File: src/rtl/cp_insert_param.sv
// cp_insert_param: ping-pong buffered cyclic-prefix inserter with run-time CP length.
// Each NFFT-sample symbol is emitted as its last L samples followed by the whole symbol.
module cp_insert_param #(
  parameter int NFFT = 64,
  parameter int W = 16,
  localparam int AW = $clog2(NFFT)
) (
  input  logic                clk,
  input  logic                rst,
  input  logic                en,
  input  logic                in_sop,
  input  logic                in_valid,
  input  logic signed [W-1:0] in_i,
  input  logic signed [W-1:0] in_q,
  output logic                in_ready,
  input  logic [1:0]          cp_mode,
  output logic signed [W-1:0] out_i,
  output logic signed [W-1:0] out_q,
  output logic                out_valid,
  output logic                sop_out
);
  typedef enum logic [1:0] {IDLE, CP, BODY} state_t;
  logic [2*W-1:0] r_mem [2*NFFT];
  logic [2*W-1:0] r_rd;
  logic [1:0] r_full;
  logic r_wbank, r_wactive, r_rbank, r_first, r_p_valid, r_p_sop;
  logic [AW-1:0] r_waddr, r_raddr;
  state_t r_state;
  logic w_wr, w_issue, w_last;
  logic [AW-1:0] w_wa, w_cp_start;
  assign in_ready = !r_full[r_wbank];
  assign w_wr = en && in_valid && in_ready && (in_sop || r_wactive);
  assign w_wa = in_sop ? '0 : r_waddr;
  assign w_issue = r_state != IDLE;
  assign w_last = r_raddr == AW'(NFFT - 1);
  assign w_cp_start = AW'(NFFT - (NFFT >> ({1'b0, cp_mode} + 3'd2)));
  // Banks never overlap: writes go only to a non-full bank, reads only from a full one.
  always_ff @(posedge clk)
    if (en) begin
      if (w_wr) r_mem[{r_wbank, w_wa}] <= {in_i, in_q};
      r_rd <= r_mem[{r_rbank, r_raddr}];
    end
  always_ff @(posedge clk)
    if (rst) begin
      r_full <= '0;
      r_wbank <= 1'b0;
      r_wactive <= 1'b0;
      r_waddr <= '0;
      r_rbank <= 1'b0;
      r_raddr <= '0;
      r_state <= IDLE;
      r_first <= 1'b0;
      r_p_valid <= 1'b0;
      r_p_sop <= 1'b0;
      out_i <= '0;
      out_q <= '0;
      out_valid <= 1'b0;
      sop_out <= 1'b0;
    end else if (en) begin
      if (w_wr) begin
        r_waddr <= w_wa + AW'(1);
        r_wactive <= w_wa != AW'(NFFT - 1);
        if (w_wa == AW'(NFFT - 1)) begin
          r_full[r_wbank] <= 1'b1;
          r_wbank <= !r_wbank;
        end
      end
      r_p_valid <= w_issue;
      r_p_sop <= r_first;
      r_first <= 1'b0;
      unique case (r_state)
        IDLE:
          if (r_full[r_rbank]) begin
            r_state <= CP;
            r_raddr <= w_cp_start;
            r_first <= 1'b1;
          end
        CP: begin
          r_raddr <= r_raddr + AW'(1);
          if (w_last) r_state <= BODY;
        end
        BODY: begin
          r_raddr <= r_raddr + AW'(1);
          // Release and chain straight into the other bank's prefix when it is ready.
          if (w_last) begin
            r_full[r_rbank] <= 1'b0;
            r_rbank <= !r_rbank;
            r_state <= r_full[!r_rbank] ? CP : IDLE;
            r_raddr <= w_cp_start;
            r_first <= r_full[!r_rbank];
          end
        end
        default: r_state <= IDLE;
      endcase
      if (r_p_valid) begin
        out_i <= r_rd[2*W-1:W];
        out_q <= r_rd[W-1:0];
      end
      out_valid <= r_p_valid;
      sop_out <= r_p_sop;
    end
endmodule
File: config.mk
export PLATFORM = sky130hd
export DESIGN_NAME = cp_insert_param
export DESIGN_NICKNAME = d
export VERILOG_FILES = /design/src/rtl/cp_insert_param.sv
export SDC_FILE = /design/constraint.sdc
export NUM_CORES = 2
export LEC_CHECK = 0
export CAP_MARGIN = 20
export CORE_UTILIZATION = 60
export CTS_CLUSTER_DIAMETER = 100
export DETAILED_ROUTE_END_ITERATION = 7
export PLACE_DENSITY = 0.74
export SLEW_MARGIN = 10
export SYNTH_ARGS = -nofsm -noshare
export SYNTH_HDL_FRONTEND = slang
export SYNTH_SLANG_ARGS = --single-unit
File: constraint.sdc
create_clock -name clk -period 4.7 [get_ports clk]
set_input_delay 0.94 -clock clk [delete_from_list [all_inputs] [get_ports clk]]
set_output_delay 0.94 -clock clk [all_outputs]
set_load 0.005 [all_outputs]
; Word-level counts from Yosys, hierarchy flattened
; Memory sizes are Yosys's and may differ from the RTL's. A register that Yosys moved wholly into a read port is not among the register bits.
; Cells that the tools add are included.
[totals]
regBits = 56
ramBits = 4096
out_inout_bits = 35
mem_count = 1
[op_classes]
addsub = 4
magnitude_cmp = 5
eq_ne = 8
shifts = 1
muxes = 31
bitwise = 3
reduce_logical = 18
[mem_list]
columns = memory, words, word_bits, rd, rd_clocked_by_memory_dff, write_ports, line
row1 = r_mem, 128, 32, 1, 1, 1, 23  ; logic [2*W-1:0] r_mem [2*NFFT];
[ops]
columns = cell, n
row1 = $mux W2, 9
row2 = $mux W6, 3
row3 = $pmux W6 S3, 1
row4 = $mux W1, 14
row5 = $add A6 B1 Y6 const B, 2
row6 = $eq A6 B6 Y1 const B, 2
row7 = $reduce_and A3 Y1, 3
row8 = $shr A7 B3 Y6 const A, 1
row9 = $lt A1 B2 Y1 const B, 3
row10 = $ne A2 B2 Y1 const B, 3
row11 = $ne A6 B6 Y1 const B, 1
row12 = $pmux W2 S3, 1
row13 = $sub A1 B6 Y6 const A, 1
row14 = $logic_and A1 B1 Y1, 5
row15 = $reduce_and A2 Y1, 2
row16 = $reduce_and A4 Y1, 1
row17 = $add A2 B2 Y3 const B, 1
row18 = $logic_not A1 Y1, 3
row19 = $reduce_bool A3 Y1, 1
row20 = $and A2 B2 Y2, 1
row21 = $demux W1 S1, 2
row22 = $eq A2 B1 Y1 const B, 1
row23 = $eq A2 B2 Y1 const B, 1
row24 = $ge A1 B1 Y1 const B, 2
row25 = 6 further kinds, 6

; Depth between registers and ports, before layout
[logic_depth]
word_depth = 12
ltp_mapped = 9

; Worst setup path after synthesis
; No wires, ideal clock.
[synth_timing]
path_kind = input to register
startpoint = in in_sop
endpoint = mem r_mem[77][0] (netlist bit) (enable)
arrival_time_ps = 3560
setup_slack_ps = 719
path_stages = 6
n_path_buf = 3
path_cell_list = clkbuf_1 > o2111a_1 > clkbuf_1 > clkbuf_1 > nand3_1 > nor2_1
[synth_via]
elab_chain_len = 5
[synth_rtl]
columns = element, line
row1 = from (decl), 11  ; input logic in_sop,
row2 = $logic_or A1 B1 Y1, 32  ; assign w_wr = en && in_valid && in_ready && (in_sop || r_wactive);
row3 = $logic_and A1 B1 Y1, 32
row4 = $mux W1, 40  ; if (w_wr) r_mem[{r_wbank, w_wa}] <= {in_i, in_q};
row5 = $mux W1, 39  ; if (en) begin
row6 = $mux W1 (implied by the code), 40
row7 = to (decl), 23
; Several ways; a longest one is shown, not always the timed one.

==> out/qor.yml <==
critical_path:
  critical_path.max_fanout: 25
  worst_setup_path_end_kind: "register"
  crit_path_start_kind: "register"
  cp.required_ns: 5.39
  arrival_ns: 4.58
  setup.worst_path.class: "reg -> reg"
clocking:
  cts_buffers: 403
  root_buffer: "clkbuf_16"
  cts.sinks: 4184
  h-tree-depth: 5
  clock_latency_ns: 0.94
  cts_tree: "built"
  cts-resized-gates: 0
  post_cts_buffers: 0
  cts_buffer_depth: 4
  cts_hold_buf: 0
  path_clk_slew_ns: 0.06
job:
  max_cap_viol_count: 0
cells_and_area:
  syn_to_final_growth_pct: 13.2
  drive_gt1_share_pct: 34.5
  fin_nets: 6826
  final_common_cell: "edfxtp_1"
  mostFrequentLayoutCells: "edfxtp_1 (4128), mux4_2 (1344), clkbuf_16 (411), buf_4 (281), nor2_4 (128)"
drt:
  dr_wl_met2_mm: 197
  detail_route.vias_per_cell: 7.09
  wl_met3_mm: 49.3
  vias: 75400
  wirelength_mm: 412
  drt_iter0_drc: 12600
  routed.top_layer: "met5"
  wl_met1_mm: 146
  postRouteAntennaNets: 0
  firstDrtPassIters: 5
  wire_per_inst_um: 38.7
  drc_errors: 0
global_route:
  grt_usage_pct: 31.3
  grt-ovfl-total: 0
  grt_max_degree: 129
  antenna_found_initial: 61
  grt_pass1_wl_mm: 573
  grt_pass1_vias: 75000
placement:
  dpl.hpwl_mm: 227
  port_buffers: 73
  place_ws_ns: 0.452
  place.gp.congestion: 0.888
timing:
  rsz0062_at_grt: "no"
  max_freq_ghz: 0.257
  finalSetupViolations: 0
  period_share_pct: 82.7
  hold_viol_final: 0
  holdWs_ns: 0.387
  slew_headroom_pct: 18.5
  skew_ns: 0.0517
  period_needed_ns: 3.89
  tightest_slew_ns: 1.22
  tns_ns: 0
  finalMaxSlewViolations: 0
  setup_ws_ns: 0.814
power_and_ir_drop:
  total_leakage_power_nw: 53.5
  p_comb_share_pct: 1.2
  p_sw_mw: 14.5
  pwr-share-clk_pct: 43.0
  total_power_mw: 73.5
  ir_drop_mv: 0.321
  p_per_area_mw_per_mm2: 408
  internal_power_mw: 59.0
  p_sw_share_pct: 19.7
  seqPwrFrac_pct: 55.8
worst_hold_path:
  hp-class: "in -> reg"
die:
  start_util_pct: 60.5
  num_rows: 188
  die_w_um: 517
  core-area_sq_mm: 0.263
  ios: 74
  die_area_sq_mm: 0.267
  die_h_um: 517
logic_synthesis:
  yosysSeqAreaShare_pct: 78.7
  synth_edf_count: 4128
  syn_area_per_cell_sq_um: 25.2
  ys_ff_latch: 4184
  synth_flop_cell: "edfxtp_1"
  synth_cell_types: 46
  yosys_warnings: 0
  async_flop_share_pct: 0
  synth_nets: 6352
  netlist_area_sq_mm: 0.159
  syn_inst: 6306
status:
  status: "complete, no violations"
-- Yosys cell counts, types with 2 or more instances --
cell type / count / share of area, %
a221oi_1: 2 / 0.011
o21ai_0: 16 / 0.050
a31oi_1: 4 / 0.016
buf_1: 23 / 0.054
mux2i_1: 4 / 0.025
clkinv_1: 2 / 0.0047
o2111a_1: 2 / 0.014
a21oi_1: 51 / 0.16
nor2b_1: 6 / 0.024
nor3b_1: 2 / 0.0094
mux2_2: 34 / 0.24
a211oi_1: 5 / 0.024
nor3_1: 6 / 0.019
nand2_1: 90 / 0.21
nand3_1: 15 / 0.047
clkbuf_1: 221 / 0.52
nand4_1: 2 / 0.0079
a22oi_1: 2 / 0.0094
nor2_1: 153 / 0.36
edfxtp_1: 4128 / 78
ha_1: 7 / 0.055
and3_1: 4 / 0.016
nand2b_1: 3 / 0.012
inv_1: 10 / 0.024
o2111ai_1: 2 / 0.011
dfxtp_1: 56 / 0.70
buf_2: 94 / 0.30
mux4_2: 1344 / 19
-- power groups by stage --
| stage | clock network (mW) | registers, mW | logic (mW) |
|---|---|---|---|
| floorplan | 0 | 41.8 | 0.0763 |
| CTS | 31.8 | 41.0 | 0.846 |
| global route | 33.2 | 41.0 | 0.889 |
| detailed placement | 0 | 41.8 | 0.844 |
| finish | 31.6 | 41.0 | 0.862 |
| global placement | 0 | 41.8 | 0.786 |
-- sequential cells by signal, indices dropped and copies added, names as in the netlist, 2 cells and up --
name / cells
out_i: 16
out_q: 16
r_full: 2
r_mem: 4096
r_raddr: 6
r_rd: 32
r_state: 2
r_waddr: 6
-- cell families after synthesis --
| group | count (synthesis) | share of synthesized area, % |
|---|---|---|
| flops | 4184 | 78.7 |
| mux | 1382 | 19.3 |
| buf+inv | 351 | 0.905 |
| simple gates | 289 | 0.746 |
| compound gates | 92 | 0.336 |
| fa+ha+maj | 7 | 0.0551 |
| xor+xnor | 1 | 0.00551 |
-- per-stage QoR --
| stage | cell area, sq um | util, % | cells |
|---|---|---|---|
| after floorplan | 159000 | - | 6306 |
| after global placement | 167000 | 63.6 | 9890 |
| after detailed placement | 167000 | 63.6 | 9890 |
| after CTS | 180000 | 68.4 | 10600 |
| after global routing | 180000 | 68.5 | 10600 |
| final | 180000 | 68.5 | 10600 |
-- path summary, 6_finish.rpt --
| path | from | end | slack [ns] | cells past startpoint |
|---|---|---|---|---|
| worst min register to register | out_q[7] | out_q[7] | 0.46 | 2 |
| worst min-delay path | in_i[5] | r_mem[88][21] | 0.39 | 1 |
| worst max register to register | r_raddr[0] | r_rd[20] | 0.81 | 7 |
| worst max-delay path | r_raddr[0] | r_rd[20] | 0.81 | 7 |
-- critical path: stages (launching register included) --
cell and delay (ns):
dfxtp_4 0.60, buf_12 0.35, buf_12 0.28, buf_4 0.34
mux4_2 0.56, mux4_2 0.61, mux4_2 0.53, mux2_2 0.28
-- routing by layer --
layer,vias to the layer above,GRT usage [%]
met4,26,13.1
met1,40200,44.1
met2,5824,48.4
li1,28400,-
met3,843,6.74
met5,-,0
-- area by class of cell --
| type | instances | area (sq um) |
|---|---|---|
| Sequential cell | 4184 | 125000 |
| Fill cell | 15100 | 82900 |
| Multi-Input combinational cell | 1771 | 33500 |
| Clock buffer | 481 | 10600 |
| Tap cell | 3515 | 4400 |
| Timing Repair Buffer | 408 | 4230 |
| Clock inverter | 234 | 2140 |
| Antenna cell | 28 | 70.1 |
| Inverter | 12 | 47.5 |
(Power assumes the default switching activity.)
